<file path="src/rtl/cas_key_pkg.sv">
// Shared types and constants for the CAS-Lock key loader.
// CAS_KEY_CRC_EN adds the LOCKOUT state used by the CRC-checked build.
package cas_key_pkg;

    localparam int         CAS_KEY_W     = 64;
    localparam logic [7:0] CAS_CRC8_POLY = 8'h07;
    localparam logic [7:0] CAS_CRC8_INIT = 8'h00;

    typedef enum logic [2:0] {
        ST_IDLE    = 3'd0,
        ST_LOAD    = 3'd1,
        ST_ACTIVE  = 3'd2,
        ST_ERROR   = 3'd3
`ifdef CAS_KEY_CRC_EN
        ,
        ST_LOCKOUT = 3'd4
`endif
    } cas_ld_state_t;

    // One byte through CRC-8, MSB first, no reflection.
    function automatic logic [7:0] crc8_byte(input logic [7:0] crc, input logic [7:0] din);
        logic [7:0] c;
        c = crc ^ din;
        for (int i = 0; i < 8; i++) begin
            c = c[7] ? ((c << 1) ^ CAS_CRC8_POLY) : (c << 1);
        end
        return c;
    endfunction

endpackage

</file>
<file path="src/rtl/cas_crc8.sv">
// Byte-serial CRC-8 engine (poly 0x07, init 0x00, no final XOR).
// Instantiated by cas_key_loader only when CAS_KEY_CRC_EN is defined.
module cas_crc8
    import cas_key_pkg::*;
(
    input  logic       clk,
    input  logic       rst,
    input  logic       clear,
    input  logic       en,
    input  logic [7:0] din,
    output logic [7:0] crc
);

    always_ff @(posedge clk) begin
        if (rst || clear) begin
            crc <= CAS_CRC8_INIT;
        end else if (en) begin
            crc <= crc8_byte(crc, din);
        end
    end

endmodule

</file>
<file path="src/rtl/cas_key_loader.sv">
// Assembles the CAS-Lock unlock key from a byte stream and commits it atomically.
// Define CAS_KEY_CRC_EN to append a CRC-8 beat, count failures and enable LOCKOUT.
module cas_key_loader
    import cas_key_pkg::*;
#(
    parameter int KEY_W    = CAS_KEY_W,
    parameter int CHUNK_W  = 8,
    parameter int MAX_FAIL = 3
) (
    input  logic               clk,
    input  logic               rst,
    input  logic               start,
    input  logic               s_valid,
    output logic               s_ready,
    input  logic [CHUNK_W-1:0] s_data,
    output logic [KEY_W-1:0]   key_out,
    output logic               key_valid,
    output logic               busy,
    output logic               err
);

    localparam int BEATS = KEY_W / CHUNK_W;
    localparam int CNT_W = $clog2(BEATS + 1);
`ifdef CAS_KEY_CRC_EN
    localparam int XFERS    = BEATS + 1;
    localparam int SHADOW_W = KEY_W;
    localparam int FAIL_W   = $clog2(MAX_FAIL + 1);
`else
    localparam int XFERS    = BEATS;
    // The final beat goes straight to key_out, so it needs no shadow slot.
    localparam int SHADOW_W = KEY_W - CHUNK_W;
`endif
    localparam int SHADOW_BEATS = SHADOW_W / CHUNK_W;

    cas_ld_state_t      state, next_state;
    logic [CNT_W-1:0]   beat_cnt;
    logic [SHADOW_W-1:0] shadow;
    logic [KEY_W-1:0]   commit_key;
    logic               accept;
    logic               final_beat;
    logic               load_req;
    logic               commit;

    assign accept     = s_valid && s_ready;
    assign final_beat = accept && (beat_cnt == CNT_W'(XFERS - 1));

`ifdef CAS_KEY_CRC_EN
    logic [7:0]        crc;
    logic              crc_ok;
    logic              crc_fail;
    logic [FAIL_W-1:0] fail_cnt;
    logic [FAIL_W-1:0] fail_next;
    logic              err_q;

    cas_crc8 u_crc (
        .clk   (clk),
        .rst   (rst),
        .clear (load_req),
        .en    (accept && (beat_cnt < CNT_W'(BEATS))),
        .din   (s_data),
        .crc   (crc)
    );

    assign crc_ok     = (s_data == crc);
    assign fail_next  = fail_cnt + FAIL_W'(1);
    assign commit_key = shadow;
    assign err        = err_q;
`else
    assign commit_key = {s_data, shadow};
    assign err        = 1'b0;
`endif

    always_ff @(posedge clk) begin
        if (rst) begin
            state <= ST_IDLE;
        end else begin
            state <= next_state;
        end
    end

    always_comb begin
        next_state = state;
        load_req   = 1'b0;
        commit     = 1'b0;
`ifdef CAS_KEY_CRC_EN
        crc_fail   = 1'b0;
`endif
        unique case (state)
            ST_IDLE, ST_ACTIVE, ST_ERROR: begin
                if (start) begin
                    next_state = ST_LOAD;
                    load_req   = 1'b1;
                end
            end
            ST_LOAD: begin
                if (final_beat) begin
`ifdef CAS_KEY_CRC_EN
                    if (crc_ok) begin
                        commit     = 1'b1;
                        next_state = ST_ACTIVE;
                    end else begin
                        crc_fail   = 1'b1;
                        next_state = (fail_next == FAIL_W'(MAX_FAIL)) ? ST_LOCKOUT : ST_ERROR;
                    end
`else
                    commit     = 1'b1;
                    next_state = ST_ACTIVE;
`endif
                end
            end
`ifdef CAS_KEY_CRC_EN
            ST_LOCKOUT: next_state = ST_LOCKOUT;
`endif
            default: next_state = ST_IDLE;
        endcase
    end

    always_ff @(posedge clk) begin
        if (rst) begin
            s_ready   <= 1'b0;
            busy      <= 1'b0;
            key_out   <= '0;
            key_valid <= 1'b0;
            shadow    <= '0;
            beat_cnt  <= '0;
`ifdef CAS_KEY_CRC_EN
            err_q     <= 1'b0;
            fail_cnt  <= '0;
`endif
        end else begin
            s_ready <= (next_state == ST_LOAD);
            busy    <= (next_state == ST_LOAD);
            if (load_req) begin
                key_out   <= '0;
                key_valid <= 1'b0;
                shadow    <= '0;
                beat_cnt  <= '0;
`ifdef CAS_KEY_CRC_EN
                err_q     <= 1'b0;
`endif
            end else if (accept) begin
                for (int k = 0; k < SHADOW_BEATS; k++) begin
                    if (beat_cnt == CNT_W'(k)) begin
                        shadow[k*CHUNK_W +: CHUNK_W] <= s_data;
                    end
                end
                beat_cnt <= beat_cnt + CNT_W'(1);
                if (commit) begin
                    key_out   <= commit_key;
                    key_valid <= 1'b1;
`ifdef CAS_KEY_CRC_EN
                    fail_cnt  <= '0;
`endif
                end
`ifdef CAS_KEY_CRC_EN
                if (crc_fail) begin
                    err_q    <= 1'b1;
                    fail_cnt <= fail_next;
                end
`endif
            end
        end
    end

endmodule

</file>
<file path="config.mk">
export PLATFORM = sky130hd
export DESIGN_NAME = cas_key_loader
export DESIGN_NICKNAME = d
export VERILOG_FILES = /design/src/rtl/cas_key_pkg.sv /design/src/rtl/cas_crc8.sv /design/src/rtl/cas_key_loader.sv
export SDC_FILE = /design/constraint.sdc
export NUM_CORES = 1
export LEC_CHECK = 0
export CAP_MARGIN = 5
export CORE_ASPECT_RATIO = 1.25
export CORE_MARGIN = 5
export CORE_UTILIZATION = 35
export DETAILED_ROUTE_END_ITERATION = 16
export MAX_ROUTING_LAYER = met4
export PLACE_DENSITY = 0.57
export SETUP_SLACK_MARGIN = 0.15
export SLEW_MARGIN = 5
export SYNTH_ARGS = -nofsm -noshare
export SYNTH_HDL_FRONTEND = slang
export SYNTH_SLANG_ARGS = --single-unit
</file>
<file path="constraint.sdc">
create_clock -name clk -period 2 [get_ports clk]
set_clock_uncertainty 0.15 [all_clocks]
set_input_delay 0.4 -clock clk [delete_from_list [all_inputs] [get_ports clk]]
set_output_delay 0.4 -clock clk [all_outputs]
set_load 0.01 [all_outputs]
</file>
==> flow_metrics.py, run 1 <==
metrics = {
    "run_status": {
        "status": "completed",
    },
    "pwr": {
        "leakage_nw": 3.46,
        "ir_worst_vdd_v": 0.000436,
        "power.density_nw_per_um2": 859,
        "finalPower_mw": 6.46,
    },
    "final_layout": {
        "diodes": 0,
        "syn_to_final_growth_pct": 33.5,
        "fillCellCount": 1525,
        "final_util": 0.479,
        "stdcell_area_um2": 7520,
        "multi_input_area_um2": 2690,
        "layout.nets": 708,
        "drive_gt1_frac": 0.148,
        "ff_latch_area_um2": 2580,
    },
    "sta": {
        "setup_viol": 0,
        "period_minus_slack_ns": 1.82,
        "max_freq_mhz": 548,
        "tns_ns": 0,
        "finalMaxSlewViolations": 0,
        "rsz0062_at_grt": "false",
        "period_share": 0.912,
        "hold_viol_final": 0,
        "whs_ns": 0.297,
    },
    "cts": {
        "cts_made_buffers": 17,
        "cts.sinks": 129,
        "clk_pin_slew_worst_paths_ns": 0.06,
        "post_cts_buffers": 0,
        "hold_buffers": 0,
        "clk_latency_ns": 0.41,
        "root_buffer": "clkbuf_16",
        "cts_max_level": 4,
        "clockBufferDepth": 2,
        "tritoncts": "done",
    },
    "grt": {
        "grtUsageTotal": 0.167,
        "overflow": 0,
        "grt_pass1_wl_um": 24400,
        "antenna_found_initial": 0,
        "grt_pass1_vias": 4706,
        "grt_max_degree": 67,
    },
    "worst_setup_path": {
        "endpoint_kind": "output port",
        "cp_data_required_time_ns": 1.45,
        "timing.setup.critical_path_class": "flip-flop to output port",
        "max_stage_delay_ns": 0.54,
        "path_delay_family": "buffers and inverters",
        "start_kind": "flip-flop",
        "path_buf_inv": 1,
        "worstPathArrival_ns": 1.27,
        "critPathSlowestCell": "clkdlybuf4s50_1",
        "crit_fanout": 2,
        "crit_chain": "clkdlybuf4s50_1",
    },
    "die": {
        "io_pins": 80,
        "die_area_um2": 18800,
        "rows": 51,
        "core_um2": 15700,
        "fp.dieH_um": 152,
        "die_x_um": 123,
        "start_util": 0.359,
    },
    "place": {
        "place_area_um2": 6770,
        "routabilityCongestion": 0.766,
        "dpl.hpwl_um": 9710,
        "numPortBuffers": 78,
    },
    "drt": {
        "num_vias": 4614,
        "firstDrtPassIters": 4,
        "viasPerCell": 5.03,
        "wire_per_inst_um": 16.1,
        "drc": 0,
        "totalWireLength_um": 14800,
        "postRouteAntennaNets": 0,
        "first_iter_violations": 235,
    },
    "synth": {
        "yosys_register_bits": 129,
        "ys.flop_type": "dfxtp_1",
        "ys_seq_area_frac": 0.458,
        "synth.avg_cell_area_um2": 9.12,
        "synth_edf_count": 0,
        "yosysWarnings": 0,
        "yosysTopAreaCellShare": 0.458,
        "synthTopCellsByCount": "dfxtp_1 (129), o21ai_0 (122), nand3_1 (66)",
        "synth_cell_types": 36,
        "synth_area_leaders": "dfxtp_1 (46%), o21ai_0 (11%), mux2i_1 (9.9%)",
        "synthArstFlopShare": 0,
        "syn_inst": 618,
        "synth.largest_area_cell": "dfxtp_1",
        "synth_area_um2": 5630,
        "synth.most_common_cell": "dfxtp_1",
    },
    "job": {
        "cap_violations": 0,
    },
    "worst_hold_path": {
        "hp-class": "flip-flop to flip-flop",
    },
}
flip-flops by register name, summed over array words and instances (netlist names):
signal     cells
shadow        56
beat_cnt       4
busy           1
state          3
key_out       64
key_valid      1
metal layers:
| metal | global-route usage | share of wire |
|---|---|---|
| met2 | 0.283 | 0.52 |
| met1 | 0.197 | 0.44 |
| met4 | 0.0538 | 0.017 |
| met3 | 0.0330 | 0.026 |
| met5 | - | 0 |
logic make-up after synthesis:
kind of cell	Yosys count	synth area share
flops	129	0.458
mux	56	0.0995
compound gates	199	0.189
fa+ha+maj	4	0.00888
xor+xnor	2	0.00311
buf+inv	69	0.0691
other cells	1	0.000666
simple gates	158	0.172
final cells by class:
cell class / instances / area share
clock inverter: 14 / 0.0346
sequential: 129 / 0.344
inverter: 4 / 0.00200
tap: 212 / 0.0353
multi-input combinational: 421 / 0.358
clock buffer: 18 / 0.0571
timing repair buffer: 119 / 0.170
power by group:
group / total [mW] / internal (mW) / leakage, nW / switching [mW]
logic: 0.259 / 0.100 / 2.09 / 0.159
registers: 2.58 / 2.58 / 1.04 / 0.00687
clock network: 3.62 / 2.46 / 0.327 / 1.16
cells in the final DEF, fill, tap and decap left out, drive strengths merged, types with 2 or more instances in the layout:
cell,n
dlygate4sd2,26
or3,2
ha,4
and2b,2
bufinv,7
conb,2
buf,42
dlymetal6s2s,35
o21ai,130
inv,5
clkdlybuf4s50,16
nand3,67
nor4b,3
mux2i,56
clkinv,3
nand4,3
clkinvlp,3
nor2b,64
dfxtp,129
nor2,7
clkbuf,18
a21oi,67
nand2,3
what timing repair did:
action | CTS | global route
pin swaps | 0 | 0
gates resized for setup | 27 | 36
endpoints found under the setup margin | 26 | 59
per-stage QoR:
stage	std cells	worst slack, ns
4_1_cts	917	0.150
3_3_place_gp	885	-0.104
2_1_floorplan	619	0.451
3_5_place_dp	885	-0.137
6_report	917	0.176
5_1_grt	917	0.145
path summary, 6_finish.rpt:
path	startpoint	endpoint	slack, ns	depth (start not counted)
max	key_out[3]$_SDFFE_PP0P_	key_out[3]	0.18	1
min	key_valid$_SDFFE_PP0P_	key_valid$_SDFFE_PP0P_	0.30	2
max reg2reg	beat_cnt[1]$_SDFFE_PP0P_	key_out[25]$_SDFFE_PP0P_	0.31	5
min reg2reg	key_valid$_SDFFE_PP0P_	key_valid$_SDFFE_PP0P_	0.30	2
Note: power is estimated with default switching activity, not from simulation.
==> run 2: changes to the inputs <==
- CORE_UTILIZATION: 35 -> 51
- PLACE_DENSITY: 0.57 -> 0.77
==> run 2 against run 1 <==
Against the previous run: final cell count shrank 8.6%; sequential share of layout area up 0.98 points; sequential power about the same; critical path depth unchanged; maximum frequency about the same; sequential cell count did not move; combinational power hardly changed; worst setup slack got worse by 0.0012 ns; largest power group unchanged.
==> flow_metrics.py, run 2 (synthesis results as in run 1) <==
metrics = {
    "run_status": {
        "status": "completed",
    },
    "die": {
        "die_x_um": 104,
        "fp.dieH_um": 128,
        "core_um2": 11000,
        "io_pins": 80,
        "start_util": 0.513,
        "die_area_um2": 13300,
        "rows": 43,
    },
    "place": {
        "routabilityCongestion": 0.818,
        "post-place-cells": 809,
        "numPortBuffers": 78,
        "place_area_um2": 6670,
        "place_ws_ns": -0.0756,
        "dpl.hpwl_um": 9330,
    },
    "worst_setup_path": {
        "timing.setup.critical_path_class": "flip-flop to output port",
        "crit_chain": "clkdlybuf4s50_1",
        "start_kind": "flip-flop",
        "path_delay_family": "buffers and inverters",
        "r2r_slack_ns": 0.24,
        "critPathSlowestCell": "clkdlybuf4s50_1",
        "worstPathArrival_ns": 1.28,
        "cp_data_required_time_ns": 1.45,
        "crit_fanout": 2,
        "r2r-end": "key_out[13]$_SDFFE_PP0P_",
        "path_buf_inv": 1,
        "r2r_cells": 5,
        "max_stage_delay_ns": 0.53,
        "endpoint_kind": "output port",
        "r2r_start": "beat_cnt[1]$_SDFFE_PP0P_",
    },
    "worst_hold_path": {
        "whs_path_depth": 2,
        "hp-class": "flip-flop to flip-flop",
        "worstHoldStart": "key_valid$_SDFFE_PP0P_",
        "hold_path_end": "key_valid$_SDFFE_PP0P_",
    },
    "grt": {
        "grt_max_degree": 55,
        "grtUsageTotal": 0.223,
        "antenna_found_initial": 0,
        "grt_pass1_vias": 4639,
        "grt_pass1_wl_um": 23400,
        "overflow": 0,
    },
    "final_layout": {
        "final_common_cell": "dfxtp_1",
        "drive_gt1_frac": 0.142,
        "top_regs": "key_out (64), shadow (56), beat_cnt (4)",
        "largest_register_ffs": 64,
        "layout.nets": 709,
        "syn_to_final_growth_pct": 29.8,
        "stdcell_area_um2": 7310,
        "finish.cell_count_without_fillers": 838,
        "diodes": 0,
        "top_register": "key_out",
        "final_cell_mix": "dfxtp_1 (128), o21ai_0 (121), nand3_1 (66), nor2b_1 (64), a21oi_1 (57)",
    },
    "sta": {
        "hold_viol_final": 0,
        "finalMaxSlewViolations": 0,
        "period_minus_slack_ns": 1.83,
        "period_share": 0.913,
        "rsz0062_at_grt": "false",
        "tns_ns": 0,
        "setup_viol": 0,
        "max_freq_mhz": 548,
        "finalWorstSetupSlack_ns": 0.175,
    },
    "cts": {
        "tritoncts": "done",
        "hold_buffers": 0,
        "post_cts_buffers": 0,
        "root_buffer": "clkbuf_16",
        "clk_pin_slew_worst_paths_ns": 0.05,
        "cts_max_level": 4,
        "clk_latency_ns": 0.42,
        "cts.sinks": 129,
        "clockBufferDepth": 2,
        "cts_made_buffers": 17,
    },
    "drt": {
        "viasPerCell": 5.69,
        "wire_per_inst_um": 17.3,
        "totalWireLength_um": 14500,
        "num_vias": 4768,
        "drc": 0,
        "postRouteAntennaNets": 0,
        "first_iter_violations": 220,
        "firstDrtPassIters": 6,
    },
    "job": {
        "cap_violations": 0,
    },
    "pwr": {
        "power.density_nw_per_um2": 796,
        "ir_worst_vdd_v": 0.000539,
        "leakage_nw": 3.46,
    },
}
## run 2: cell types whose count changed in the layout (fill, tap and decap cells not counted), moves of 2 or more
cell,change
dlymetal6s2s_1,+5
clkbuf_8,+3
buf_4,+2
dlygate4sd2_1,-8
bufinv_16,-5
clkbuf_1,+2
clkinvlp_4,-2
clkdlybuf4s50_1,+3
## run 2: worst max path at each step
stage / start / depth (start not counted) / slack [ns] / endpoint
final: key_out[60]$_SDFFE_PP0P_ / 1 / 0.17 / key_out[60]
after global routing: beat_cnt[1]$_SDFFE_PP0P_ / 5 / 0.14 / key_out[5]$_SDFFE_PP0P_
after CTS: key_out[57]$_SDFFE_PP0P_ / 1 / 0.15 / key_out[57]
after detailed placement: s_valid / 6 / -0.08 / shadow[8]$_SDFFE_PP0P_
after global placement: s_valid / 6 / -0.04 / shadow[3]$_SDFFE_PP0P_
after floorplan: beat_cnt[1]$_SDFFE_PP0P_ / 5 / 0.45 / shadow[28]$_SDFFE_PP0P_
## run 2: layer usage
metal  wire (um)  up-vias  global-route usage
met5           0        -                   -
met4         239        0              0.0823
met3         627       22              0.0601
met2        7660      125               0.375
met1        5950     2314               0.255
li1            -     2307                   -
## run 2: cell type report
class	instances	area, um^2
well taps	135	169
clock inverters	6	82.6
inverters	4	15.0
clock buffers	23	478
flip-flops and latches	129	2580
repair buffers	120	1290
multi-input cells	421	2690
fillers	860	3660
## run 2: power by group
part	leakage, nW	total, mW	internal, mW	switching, mW
sequential	1.04	2.59	2.58	0.00663
clock	0.275	2.98	1.90	1.07
combinational	2.15	0.261	0.0996	0.161
total	3.46	5.82	4.58	1.24
## run 2: repair_timing
| item | 4_1_cts | 5_1_grt |
|---|---|---|
| pin swaps | 0 | 0 |
| setup endpoints to repair | 18 | 56 |
| gates resized for setup | 18 | 43 |
| endpoints found under the hold margin | 0 | 0 |
## run 2: per-stage QoR
stage,hold WS (ns),power [mW],util
final,0.303,5.82,0.666
after global routing,0.323,5.99,0.666
after CTS,0.302,5.84,0.657
after detailed placement,0.295,2.90,0.608
after global placement,0.288,2.89,0.608
after floorplan,0.287,2.78,-
==> run 3: changes to the inputs <==
- SYNTH_HIERARCHICAL: default -> 1
- clock period: 2 -> 2.2 ns (I/O delays scaled with it)
==> run 3 against run 2 <==
Against the previous run: synthesized cell count stayed put; die area stayed put; final cell count is 0.12% lower; register-to-register slack better by 0.05 ns; cell area shrank 1.6%; non-clock buffer count fell by 4; critical path type unchanged; power fell by 7.1%; critical endpoint is now s_ready; wire length shrank 3.1%.
==> flow_metrics.py, run 3 <==
metrics = {
    "synth": {
        "synth_edf_count": 0,
        "synth_area_leaders": "dfxtp_1 (46%), o21ai_0 (11%), mux2i_1 (9.9%)",
        "ys_seq_area_frac": 0.458,
        "synth_cell_types": 36,
        "yosysWarnings": 6,
        "synth_area_um2": 5630,
        "yosys_register_bits": 129,
        "synth.avg_cell_area_um2": 9.12,
        "yosysTopAreaCellShare": 0.458,
        "synth.largest_area_cell": "dfxtp_1",
        "synthTopCellsByCount": "dfxtp_1 (129), o21ai_0 (122), nand3_1 (66)",
        "ys.flop_type": "dfxtp_1",
        "synth.most_common_cell": "dfxtp_1",
        "syn_inst": 618,
        "synthArstFlopShare": 0,
    },
    "cts": {
        "clockBufferDepth": 2,
        "cts_made_buffers": 17,
        "cts.sinks": 129,
        "hold_buffers": 0,
        "post_cts_buffers": 0,
        "root_buffer": "clkbuf_16",
        "cts_resized": 0,
        "clk_pin_slew_worst_paths_ns": 0.05,
        "cts_max_level": 4,
        "clk_latency_ns": 0.42,
        "tritoncts": "done",
    },
    "worst_setup_path": {
        "path_buf_inv": 1,
        "r2r_cells": 4,
        "critPathSlowestCell": "clkdlybuf4s50_1",
        "worstPathArrival_ns": 1.35,
        "start_kind": "flip-flop",
        "endpoint_kind": "output port",
        "path_delay_family": "buffers and inverters",
        "max_stage_delay_ns": 0.56,
        "crit_chain": "clkdlybuf4s50_1",
        "r2r-end": "shadow[13]$_SDFFE_PP0P_",
        "r2r_start": "state[0]$_SDFF_PP0_",
        "timing.setup.critical_path_class": "flip-flop to output port",
        "cp_data_required_time_ns": 1.61,
        "cp-startpoint": "busy$_SDFF_PP0_",
        "crit_fanout": 3,
        "r2r_slack_ns": 0.29,
    },
    "drt": {
        "top_layer_used": "met4",
        "postRouteAntennaNets": 0,
        "num_vias": 4763,
        "first_iter_violations": 303,
        "viasPerCell": 5.69,
        "wl_met3_um": 519,
        "wl_met2_um": 7500,
        "m1WireLength_um": 5750,
        "firstDrtPassIters": 5,
        "wire_per_inst_um": 16.8,
        "drc": 0,
        "totalWireLength_um": 14000,
    },
    "pwr": {
        "power.density_nw_per_um2": 751,
        "ir_worst_vdd_v": 0.000565,
        "switching_share": 0.210,
        "switching_power_mw": 1.13,
        "leakage_nw": 2.62,
        "p_int_mw": 4.27,
        "comb_power_share": 0.041,
        "p_seq_frac": 0.435,
        "clockPowerShare": 0.525,
    },
    "worst_hold_path": {
        "whs_path_depth": 2,
        "worstHoldStart": "key_valid$_SDFFE_PP0P_",
        "hp-class": "flip-flop to flip-flop",
        "hold_path_end": "key_valid$_SDFFE_PP0P_",
    },
    "final_layout": {
        "layout.nets": 705,
        "ff_latch_area_um2": 2580,
        "top_regs": "key_out (64), shadow (56), beat_cnt (4)",
        "fillCellCount": 909,
        "syn_to_final_growth_pct": 27.7,
        "diodes": 0,
        "multi_input_area_um2": 2690,
        "final_common_cell": "dfxtp_1",
        "drive_gt1_frac": 0.144,
        "final_cell_mix": "dfxtp_1 (129), o21ai_0 (122), clkdlybuf4s50_1 (77), nand3_1 (66), nor2b_1 (64)",
        "top_register": "key_out",
        "largest_register_ffs": 64,
    },
    "sta": {
        "finalMaxSlewViolations": 0,
        "hold_viol_final": 0,
        "max_freq_mhz": 515,
        "period_minus_slack_ns": 1.94,
        "finalWorstSetupSlack_ns": 0.257,
        "setup_viol": 0,
        "relSlewSlack": 0.573,
        "tns_ns": 0,
        "rsz0062_at_grt": "false",
        "period_share": 0.883,
        "worst_pin_slew_ns": 0.641,
    },
    "die": {
        "rows": 43,
        "die_area_um2": 13300,
        "start_util": 0.513,
        "fp.dieH_um": 128,
        "die_x_um": 104,
        "io_pins": 80,
        "core_um2": 11000,
    },
    "place": {
        "place_ws_ns": 0.0276,
        "numPortBuffers": 78,
        "dpl.hpwl_um": 9280,
        "routabilityCongestion": 0.852,
    },
    "grt": {
        "antenna_found_initial": 0,
        "grt_pass1_wl_um": 23300,
        "grt_pass1_vias": 4731,
        "grt_max_degree": 55,
        "overflow": 0,
        "grtUsageTotal": 0.221,
    },
    "run_status": {
        "status": "completed",
    },
    "job": {
        "cap_violations": 0,
    },
}
-- run 3: cell counts after synthesis --
Identical to the previous run, type by type.
-- run 3: logic make-up after synthesis --
group | Yosys count | synth area share
fa+ha+maj | 4 | 0.00888
flops | 129 | 0.458
xor+xnor | 2 | 0.00311
mux | 56 | 0.0995
buf+inv | 69 | 0.0691
simple gates | 158 | 0.172
other cells | 1 | 0.000666
compound gates | 199 | 0.189
-- run 3: worst max path at each step --
stage / to / cells after the start
after floorplan: shadow[0]$_SDFFE_PP0P_ / 5
after global placement: shadow[7]$_SDFFE_PP0P_ / 6
after detailed placement: shadow[31]$_SDFFE_PP0P_ / 6
after CTS: busy / 1
after global routing: key_out[58]$_SDFFE_PP0P_ / 4
final: s_ready / 1
-- run 3: final cells by class --
class                           count  share of cell area
Timing Repair Buffer              116               0.158
Clock inverter                     12              0.0191
Inverter                            4             0.00209
Tap cell                          135              0.0235
Sequential cell                   129               0.359
Multi-Input combinational cell    421               0.374
Clock buffer                       20              0.0648
-- run 3: power groups by stage --
| stage | logic (mW) | registers, mW | clock network (mW) |
|---|---|---|---|
| final | 0.220 | 2.35 | 2.84 |
| after CTS | 0.219 | 2.35 | 2.87 |
| after floorplan | 0.127 | 2.40 | 0 |
| after global routing | 0.235 | 2.35 | 2.97 |
| after detailed placement | 0.217 | 2.40 | 0 |
| after global placement | 0.211 | 2.40 | 0 |
-- run 3: per-layer routing --
layer / up-vias / global-route usage
met1: 2326 / 0.247
met3: 23 / 0.0520
met4: 0 / 0.0785
li1: 2302 / -
met5: - / -
met2: 112 / 0.386
-- run 3: through the flow --
stage          total power [mW]  utilization  instance area, um^2  hold WS, ns  instances
3_5_place_dp               2.62        0.601                 6590        0.300        805
3_3_place_gp               2.61        0.601                 6590        0.290        805
6_report                   5.41        0.656                 7200        0.306        837
2_1_floorplan              2.53            -                 5640        0.287        619
4_1_cts                    5.44        0.656                 7200        0.308        837
5_1_grt                    5.56        0.656                 7200        0.336        837
